--- src/rtl/pipeline_pkg.sv ---
// ============================================================================
// Module  : pipeline_pkg
// Brief   : Shared types and defaults for the MIPS IF stage (fetch state,
//           IF/ID bundle, reset/bubble constants, saturating increment).
// Rev     : 1.0  initial release
// ============================================================================
`default_nettype none

package pipeline_pkg;

    localparam int          c_AW        = 32;
    localparam logic [31:0] c_RESET_PC  = 32'h0000_0000;
    localparam logic [31:0] c_NOP_INSTR = 32'h0000_0000;

    typedef enum logic [0:0] {
        REQ = 1'b0,
        BUF = 1'b1
    } fetch_state_t;

    typedef struct packed {
        logic [c_AW-1:0] instr;
        logic [c_AW-1:0] pc4;
        logic            valid;
    } if_id_t;

    function automatic logic [31:0] sat_inc(input logic [31:0] value, input logic en);
        return (en && (value != 32'hFFFF_FFFF)) ? value + 32'd1 : value;
    endfunction

endpackage

`default_nettype wire

--- src/rtl/fetch_skid_buf.sv ---
// ============================================================================
// Module  : fetch_skid_buf
// Brief   : One-entry {instr, pc4} holding register used while IF/ID stalls.
// Rev     : 1.0  initial release
// ============================================================================
`default_nettype none

module fetch_skid_buf #(
    parameter int W = 32
) (
    input  logic         clk,
    input  logic         rst,
    input  logic         i_load,
    input  logic         i_clear,
    input  logic [W-1:0] i_instr,
    input  logic [W-1:0] i_pc4,
    output logic [W-1:0] o_instr,
    output logic [W-1:0] o_pc4,
    output logic         o_valid
);

    logic [W-1:0] r_instr;
    logic [W-1:0] r_pc4;
    logic         r_valid;

    // Clear wins over load so a flush in the capture cycle leaves it empty.
    always_ff @(posedge clk) begin
        if (rst || i_clear) begin
            r_instr <= '0;
            r_pc4   <= '0;
            r_valid <= 1'b0;
        end else if (i_load) begin
            r_instr <= i_instr;
            r_pc4   <= i_pc4;
            r_valid <= 1'b1;
        end
    end

    assign o_instr = r_instr;
    assign o_pc4   = r_pc4;
    assign o_valid = r_valid;

endmodule

`default_nettype wire

--- src/rtl/fetch_stage_ctrl.sv ---
// ============================================================================
// Module  : fetch_stage_ctrl
// Brief   : IF-stage controller: PC, imem req/ready handshake, skid buffer and
//           IF/ID register. Optional counters under FETCH_PERF_CNT_EN.
// Rev     : 1.0  initial release
// ============================================================================
`default_nettype none

module fetch_stage_ctrl
    import pipeline_pkg::*;
#(
    parameter int            AW        = c_AW,
    parameter logic [AW-1:0] RESET_PC  = c_RESET_PC,
    parameter logic [AW-1:0] NOP_INSTR = c_NOP_INSTR
) (
    input  logic          clk,
    input  logic          rst,
    input  logic          PCWrite,
    input  logic          IF_ID_Write,
    input  logic          flush,
    input  logic [AW-1:0] branch_target,
    output logic          imem_req,
    output logic [AW-1:0] imem_addr,
    input  logic          imem_ready,
    input  logic [AW-1:0] imem_rdata,
    output logic [AW-1:0] instr_IF_ID,
    output logic [AW-1:0] pc4_IF_ID,
    output logic          valid_IF_ID,
    output logic          fetch_busy
`ifdef FETCH_PERF_CNT_EN
    ,
    output logic [31:0]   stall_cnt,
    output logic [31:0]   bubble_cnt,
    output logic [31:0]   flush_cnt
`endif
);

    localparam logic [AW-1:0] c_PC_STEP = AW'(4);

    fetch_state_t  r_state, w_state_nxt;
    logic [AW-1:0] r_pc, w_pc_nxt, w_pc4;
    logic          r_drop, w_drop_nxt;
    if_id_t        r_if_id, w_if_id_nxt;

    logic          w_flush_ok;
    logic          w_deliver;
    logic          w_bubble;
    logic          w_buf_load;
    logic          w_buf_clear;
    logic          w_buf_valid;
    logic [AW-1:0] w_buf_instr;
    logic [AW-1:0] w_buf_pc4;

    assign w_pc4      = r_pc + c_PC_STEP;
    assign w_flush_ok = flush && IF_ID_Write;

    always_comb begin
        w_state_nxt = r_state;
        w_pc_nxt    = r_pc;
        w_drop_nxt  = r_drop;
        w_if_id_nxt = r_if_id;
        w_deliver   = 1'b0;
        w_bubble    = 1'b0;
        w_buf_load  = 1'b0;
        w_buf_clear = 1'b0;

        if (w_flush_ok) begin
            w_pc_nxt    = branch_target;
            w_bubble    = 1'b1;
            w_buf_clear = 1'b1;
            w_state_nxt = REQ;
            // The request stays in flight at memory; its late word must be dropped.
            w_drop_nxt  = (r_state == REQ) && !imem_ready;
        end else begin
            unique case (r_state)
                REQ: begin
                    if (imem_ready && r_drop) begin
                        w_drop_nxt = 1'b0;
                        w_bubble   = IF_ID_Write;
                    end else if (imem_ready) begin
                        if (IF_ID_Write) begin
                            w_if_id_nxt = '{instr: imem_rdata, pc4: w_pc4, valid: 1'b1};
                            w_deliver   = 1'b1;
                            if (PCWrite) w_pc_nxt = w_pc4;
                        end else begin
                            w_buf_load  = 1'b1;
                            w_state_nxt = BUF;
                        end
                    end else begin
                        w_bubble = IF_ID_Write;
                    end
                end
                BUF: begin
                    if (IF_ID_Write) begin
                        w_if_id_nxt = '{instr: w_buf_instr, pc4: w_buf_pc4, valid: w_buf_valid};
                        w_deliver   = 1'b1;
                        w_buf_clear = 1'b1;
                        w_state_nxt = REQ;
                        if (PCWrite) w_pc_nxt = w_pc4;
                    end
                end
                default: w_state_nxt = REQ;
            endcase
        end

        if (w_bubble) begin
            w_if_id_nxt = '{instr: NOP_INSTR, pc4: '0, valid: 1'b0};
        end
    end

    always_ff @(posedge clk) begin
        if (rst) begin
            r_state <= REQ;
            r_pc    <= RESET_PC;
            r_drop  <= 1'b0;
            r_if_id <= '{instr: NOP_INSTR, pc4: '0, valid: 1'b0};
        end else begin
            r_state <= w_state_nxt;
            r_pc    <= w_pc_nxt;
            r_drop  <= w_drop_nxt;
            r_if_id <= w_if_id_nxt;
        end
    end

    fetch_skid_buf #(
        .W (AW)
    ) u_skid_buf (
        .clk     (clk),
        .rst     (rst),
        .i_load  (w_buf_load),
        .i_clear (w_buf_clear),
        .i_instr (imem_rdata),
        .i_pc4   (w_pc4),
        .o_instr (w_buf_instr),
        .o_pc4   (w_buf_pc4),
        .o_valid (w_buf_valid)
    );

    assign imem_req    = (r_state == REQ) && !rst;
    assign imem_addr   = r_pc;
    assign instr_IF_ID = r_if_id.instr;
    assign pc4_IF_ID   = r_if_id.pc4;
    assign valid_IF_ID = r_if_id.valid;
    assign fetch_busy  = (r_state != BUF) && !w_deliver;

`ifdef FETCH_PERF_CNT_EN
    logic [31:0] r_stall_cnt, r_bubble_cnt, r_flush_cnt;

    always_ff @(posedge clk) begin
        if (rst) begin
            r_stall_cnt  <= '0;
            r_bubble_cnt <= '0;
            r_flush_cnt  <= '0;
        end else begin
            r_stall_cnt  <= sat_inc(r_stall_cnt, !IF_ID_Write);
            r_bubble_cnt <= sat_inc(r_bubble_cnt, w_bubble);
            r_flush_cnt  <= sat_inc(r_flush_cnt, w_flush_ok);
        end
    end

    assign stall_cnt  = r_stall_cnt;
    assign bubble_cnt = r_bubble_cnt;
    assign flush_cnt  = r_flush_cnt;
`endif

endmodule

`default_nettype wire

--- config.mk ---
export PLATFORM = sky130hd
export DESIGN_NAME = fetch_stage_ctrl
export DESIGN_NICKNAME = d
export VERILOG_FILES = /design/src/rtl/pipeline_pkg.sv /design/src/rtl/fetch_skid_buf.sv /design/src/rtl/fetch_stage_ctrl.sv
export SDC_FILE = /design/constraint.sdc
export NUM_CORES = 1
export LEC_CHECK = 0
export ABC_AREA = 1
export CORE_ASPECT_RATIO = 1.75
export CORE_MARGIN = 1
export CORE_UTILIZATION = 51
export DETAILED_ROUTE_END_ITERATION = 16
export PLACE_DENSITY = 0.89
export SYNTH_ARGS = -nofsm -noshare
export SYNTH_HDL_FRONTEND = slang
export SYNTH_SLANG_ARGS = --single-unit
--- constraint.sdc ---
create_clock -name clk -period 2.7 [get_ports clk]
set_input_delay 0.27 -clock clk [delete_from_list [all_inputs] [get_ports clk]]
set_output_delay 0.27 -clock clk [all_outputs]
set_load 0.02 [all_outputs]
==> results of run 1 <==
## Yosys cell counts, types with 2 or more instances
cell type | count | area (µm²)
buf_2 | 15 | 75.1
buf_6 | 2 | 22.5
a211oi_1 | 4 | 30.0
clkbuf_1 | 30 | 113
inv_1 | 81 | 304
xor2_1 | 11 | 96.3
nor2_2 | 6 | 37.5
a21boi_0 | 14 | 105
buf_1 | 7 | 26.3
o21ai_0 | 117 | 586
a21oi_1 | 163 | 816
and2_1 | 2 | 12.5
xnor2_1 | 4 | 35.0
nand3b_1 | 7 | 52.6
o21ai_1 | 14 | 70.1
nor2_1 | 97 | 364
a31oi_1 | 4 | 25.0
buf_4 | 13 | 97.6
inv_2 | 6 | 22.5
nand3_1 | 15 | 75.1
nand2_1 | 280 | 1050
dfxtp_1 | 164 | 3280
a21o_1 | 2 | 15.0
## state kept, by name, summed over array words and instances, names as in the netlist, 32 cells and up
register            cells
pc4_IF_ID              32
u_skid_buf.o_pc4       32
u_skid_buf.o_instr     32
instr_IF_ID            32
imem_addr              32
## worst paths after layout
kind                                                   from                             endpoint  slack, ns
worst max-delay path                     r_state$_SDFF_PP0_                           fetch_busy       0.37
worst min-delay path                         imem_rdata[12]  u_skid_buf.o_instr[12]$_SDFFE_PP0P_       0.41
worst max register to register    imem_addr[3]$_SDFFE_PP0P_           imem_addr[12]$_SDFFE_PP0P_       0.68
worst min register to register  instr_IF_ID[4]$_SDFFE_PP0P_          instr_IF_ID[4]$_SDFFE_PP0P_       0.46
## through the flow
stage,power [mW],std cells,hold WS [ns],util
after global routing,6.23,1399,0.419,0.684
after detailed placement,3.49,1367,0.455,0.640
after global placement,3.47,1367,0.451,0.640
after floorplan,3.13,1067,0.412,-
after CTS,6.05,1399,0.399,0.684
final,6.02,1399,0.409,0.684
## cells by family (layout without fill, tap and decap cells)
kind of cell    after synthesis  after routing
xor+xnor                     15             15
buf+inv                     155            307
flops                       164            164
compound gates              321            321
fa+ha+maj                     1              1
simple gates                411            411
## final cells by class
| cell class | count | share of cell area |
|---|---|---|
| tap | 180 | 0.0230 |
| timing repair buffer | 188 | 0.189 |
| clock buffer | 18 | 0.0449 |
| inverter | 87 | 0.0334 |
| multi-input combinational | 748 | 0.355 |
| clock inverter | 14 | 0.0192 |
| sequential | 164 | 0.336 |
## power by group through the flow
stage               combinational, mW  clock, mW  sequential (mW)
floorplan                       0.407          0             2.73
global placement                0.803          0             2.67
detailed placement              0.817          0             2.67
CTS                             0.823       2.60             2.62
global route                    0.899       2.69             2.64
finish                          0.821       2.58             2.62
## critical path, cell delays in order (launching register included)
cell             delay, ns
dfxtp_4               0.37
inv_2                 0.07
buf_4                 0.33
nand2_1               0.19
inv_1                 0.08
clkdlybuf4s50_1       0.59
## layer usage
metal	GRT usage	vias up	wire [µm]
li1	-	3722	-
met1	0.302	3410	7840
met2	0.518	281	10900
met3	0.0532	83	1000
met4	0.220	0	1690
met5	0	-	0
==> results.yml, run 1 <==
final_layout:
  drive_gt1_frac: 0.0582
  synthToLayoutAreaGrowth_pct: 31.9
  fin_area_um2: 9780
  seq_area_um2: 3290
  fin_nets: 1277
  final_common_cell: "nand2_1"
  multi_input_area_um2: 3470
  diodes: 0
  fill_cells: 1202
  layout_common_cells: "280 x nand2_1, 168 x clkdlybuf4s50_1, 163 x a21oi_1, 163 x dfxtp_1, 117 x o21ai_0"
logic_synthesis:
  ys.flop_type: "dfxtp_1"
  syn_inst: 1067
  synth_seq_cells: 164
  synth-warning-count: 0
  synth-simple-area-share: 0.221
  synth_xor_area_frac: 0.0177
  synth_edf_count: 0
  synth_fa_ha_area_frac: 0.00169
  ys_types: 32
  synth-compound-area-share: 0.227
  syn_area_um2: 7410
  async_flop_share: 0
  syn-num-nets: 1138
  postSynthAreaPerCell_um2: 6.95
  synthMuxAreaShare: 0
  yosysSeqAreaShare: 0.443
  synth_top_family_by_area: "compound AO/OA/AOI/OAI gates"
sta:
  rsz0062_at_grt: "no"
  drv_slew: 0
  tightest_slew_ns: 0.899
  max_slew_margin: 0.400
  finalSetupViolCount: 0
  fmax_mhz: 429
  hold_violations: 0
  period_minus_slack_ns: 2.33
  setup_tns_ns: 0
  finClkSkew_ns: 0.0101
  post-route-period-util: 0.864
  fin_ws_ns: 0.368
global_routing:
  grt_use_total: 0.294
  grt_start_max_net_pins: 102
  grt_pass1_vias: 7101
  grt_pass1_wl_mm: 34.4
  grt.overflow.total: 0
  antenna_found_initial: 0
routing:
  ant_nets: 0
  drt-total-wl_mm: 21.5
  drt_iter0_markers: 371
  wire_per_inst_um: 15.3
  drcViolationCount: 0
  firstDrtPassIters: 7
  via_count: 7496
  viasPerCell: 5.36
worst_hold_path:
  holdPathStages: 3
  hp-class: "in -> reg"
clock_tree:
  hold_buffers: 0
  cts.path.max_buffers: 2
  clkTransAtPathRegs_ns: 0.07
  cts_buffers: 17
  cts.sinks: 164
  cts_resized: 0
  htreeDepth: 4
  clk-insertion-delay-late_ns: 0.43
  cts_setup_buffers: 0
  root_buffer: "clkbuf_16"
  cts_tree: "yes"
pwr:
  internal_power_mw: 4.39
  peakVddDrop_mv: 0.456
  comb_power_share: 0.136
  swShare: 0.271
  p_clk_frac: 0.428
  powerDensity_nw_per_um2: 616
  pwr-share-seq: 0.436
  p_sw_mw: 1.63
  cellLeakagePower_nw: 3.86
critical_path:
  r2r_cells: 8
  endpoint_kind: "output pin"
  cp_data_required_time_ns: 2.43
  arrival_ns: 2.06
  critical_path_class: "reg -> out"
  start_kind: "flop"
  cp_max_fo: 31
die:
  die_y_um: 161
  fp.dieW_um: 93.1
  io_pins: 169
  fp.dieArea_um2: 15000
  initial_core_util: 0.519
  coreArea_um2: 14300
  num_rows: 58
placement:
  place_area_um2: 9160
  gp_congestion: 0.903
  dpl.hpwl_mm: 15.1
  post-place-ws_ns: 0.367
  portBuffers: 168
run:
  maxCapViolations: 0
run_status:
  status: "completed"
No activity file was read; power rests on OpenSTA's default activity.
==> inputs of run 2 (changes only) <==
CAP_MARGIN = 20   (was not set)
RECOVER_POWER = 25   (was not set)
clock period = 2.78 ns   (was 2.7 ns; I/O delays follow)
==> run 2 against run 1 <==
Net effect: critical path depth did not move; sequential share of layout area grew 0.15 points; hold slack improved by 0.0054 ns; clock skew shrank 0.0027 ns; sequential power decreased by 3%; non-clock buffer count fell by 4; combinational power fell by 5.4%; register-to-register slack got worse by 0.07 ns; total power shrank 3.9%.
==> results.yml, run 2 (same netlist as run 1, synthesis figures left out) <==
critical_path:
  worst-path-buf-inv: 4
  critical_path_class: "reg -> out"
  start_kind: "flop"
  crit_path_top_delay_cell: "clkdlybuf4s50_1"
  endpoint_kind: "output pin"
  cpPeakStageDelay_ns: 0.59
  arrival_ns: 2.09
  path_cells: "inv_2 > buf_4 > nand2_1 > inv_1 > clkdlybuf4s50_1"
  cp_data_required_time_ns: 2.50
  cp_top_family: "buffers and inverters"
  cp_max_fo: 31
routing:
  viasPerCell: 5.35
  drt_iter0_markers: 513
  drcViolationCount: 0
  firstDrtPassIters: 5
  wire_per_inst_um: 15.3
  ant_nets: 0
  drt-total-wl_mm: 21.4
  via_count: 7452
die:
  io_pins: 169
  coreArea_um2: 14300
  fp.dieArea_um2: 15000
  die_y_um: 161
  num_rows: 58
  fp.dieW_um: 93.1
  initial_core_util: 0.519
placement:
  post-place-ws_ns: 0.395
  gp_congestion: 0.915
  dpl.hpwl_mm: 14.8
  place_inst: 1363
  portBuffers: 168
sta:
  drv_slew: 0
  rsz0062_at_grt: "no"
  post-route-period-util: 0.852
  setup_tns_ns: 0
  finalSetupViolCount: 0
  max_slew_margin: 0.465
  fin_ws_ns: 0.412
  tightest_slew_ns: 0.802
  period_minus_slack_ns: 2.37
  fmax_mhz: 422
  finClkSkew_ns: 0.00741
  hold_violations: 0
pwr:
  p_sw_mw: 1.56
  comb_power_share: 0.134
  peakVddDrop_mv: 0.446
  internal_power_mw: 4.22
  p_total_mw: 5.79
  swShare: 0.270
  pwr-share-seq: 0.440
  p_clk_frac: 0.425
  cellLeakagePower_nw: 4.04
  powerDensity_nw_per_um2: 594
final_layout:
  layout_common_cells: "280 x nand2_1, 163 x a21oi_1, 163 x dfxtp_1"
  final_common_cell: "nand2_1"
  drive_gt1_frac: 0.0544
  fin_nets: 1273
  synthToLayoutAreaGrowth_pct: 31.4
  final_core_util: 0.681
  diodes: 0
  fill_cells: 1209
  final_cells: 1394
global_routing:
  grt_pass1_vias: 7210
  antenna_found_initial: 0
  grt_use_total: 0.291
  grt.overflow.total: 0
  grt_start_max_net_pins: 87
  grt_pass1_wl_mm: 34.2
clock_tree:
  cts_tree: "yes"
  cts_setup_buffers: 0
  clkTransAtPathRegs_ns: 0.07
  cts_resized: 0
  cts.sinks: 164
  cts_buffers: 17
  htreeDepth: 4
  hold_buffers: 0
  clk-insertion-delay-late_ns: 0.42
  root_buffer: "clkbuf_16"
  cts.path.max_buffers: 2
run:
  maxCapViolations: 0
run_status:
  status: "completed"
worst_hold_path:
  hp-class: "in -> reg"
-- run 2: cell types whose count changed in the layout (fill, tap and decap cells not counted), sizes merged --
cell           previous run  this run
clkdlybuf4s50           168       106
dlygate4sd3               0        62
buf                      20        16
clkbuf                   18        17
clkinvlp                  2         1
inv                      94        95
-- run 2: power groups by stage --
stage                     clock network [mW]  logic [mW]  registers, mW
after global placement                     0       0.768           2.60
final                                   2.46       0.777           2.55
after CTS                               2.49       0.789           2.55
after detailed placement                   0       0.782           2.60
after global routing                    2.58       0.851           2.56
after floorplan                            0       0.395           2.65
-- run 2: area by class of cell --
| type | count | area (µm²) | share of cell area |
|---|---|---|---|
| Multi-Input combinational cell | 748 | 3470 | 0.357 |
| Sequential cell | 164 | 3290 | 0.337 |
| Timing Repair Buffer | 184 | 1810 | 0.186 |
| Clock buffer | 17 | 425 | 0.0437 |
| Inverter | 87 | 327 | 0.0335 |
| Tap cell | 180 | 225 | 0.0231 |
| Clock inverter | 14 | 189 | 0.0194 |
-- run 2: path summary, 6_finish.rpt --
kind	startpoint	to	slack, ns	cells past startpoint
min	imem_rdata[2]	u_skid_buf.o_instr[2]$_SDFFE_PP0P_	0.41	3
max	r_state$_SDFF_PP0_	fetch_busy	0.41	5
max reg2reg	r_state$_SDFF_PP0_	u_skid_buf.o_pc4[12]$_SDFFE_PP0P_	0.61	6
min reg2reg	instr_IF_ID[5]$_SDFFE_PP0P_	instr_IF_ID[5]$_SDFFE_PP0P_	0.46	2
-- run 2: through the flow --
| step | hold slack [ns] | instance area (µm²) |
|---|---|---|
| finish | 0.414 | 9740 |
| global placement | 0.451 | 9130 |
| floorplan | 0.420 | 7410 |
| CTS | 0.406 | 9740 |
| global route | 0.429 | 9740 |
| detailed placement | 0.455 | 9130 |
-- run 2: worst reg2reg max path: cells and delay by family, from the launching register on --
kind	cells	cell delay, ns
DFF	1	0.47
buffers and inverters	4	1.33
AOI/OAI and AO/OA	1	0.20
and+or+nand+nor	1	0.12
-- run 2: per-layer routing --
layer | GRT usage | up-vias | part of all wire
met1 | 0.292 | 3378 | 0.36
met3 | 0.0499 | 78 | 0.048
met2 | 0.512 | 280 | 0.50
met5 | 0 | - | 0
met4 | 0.241 | 0 | 0.088
li1 | - | 3716 | -
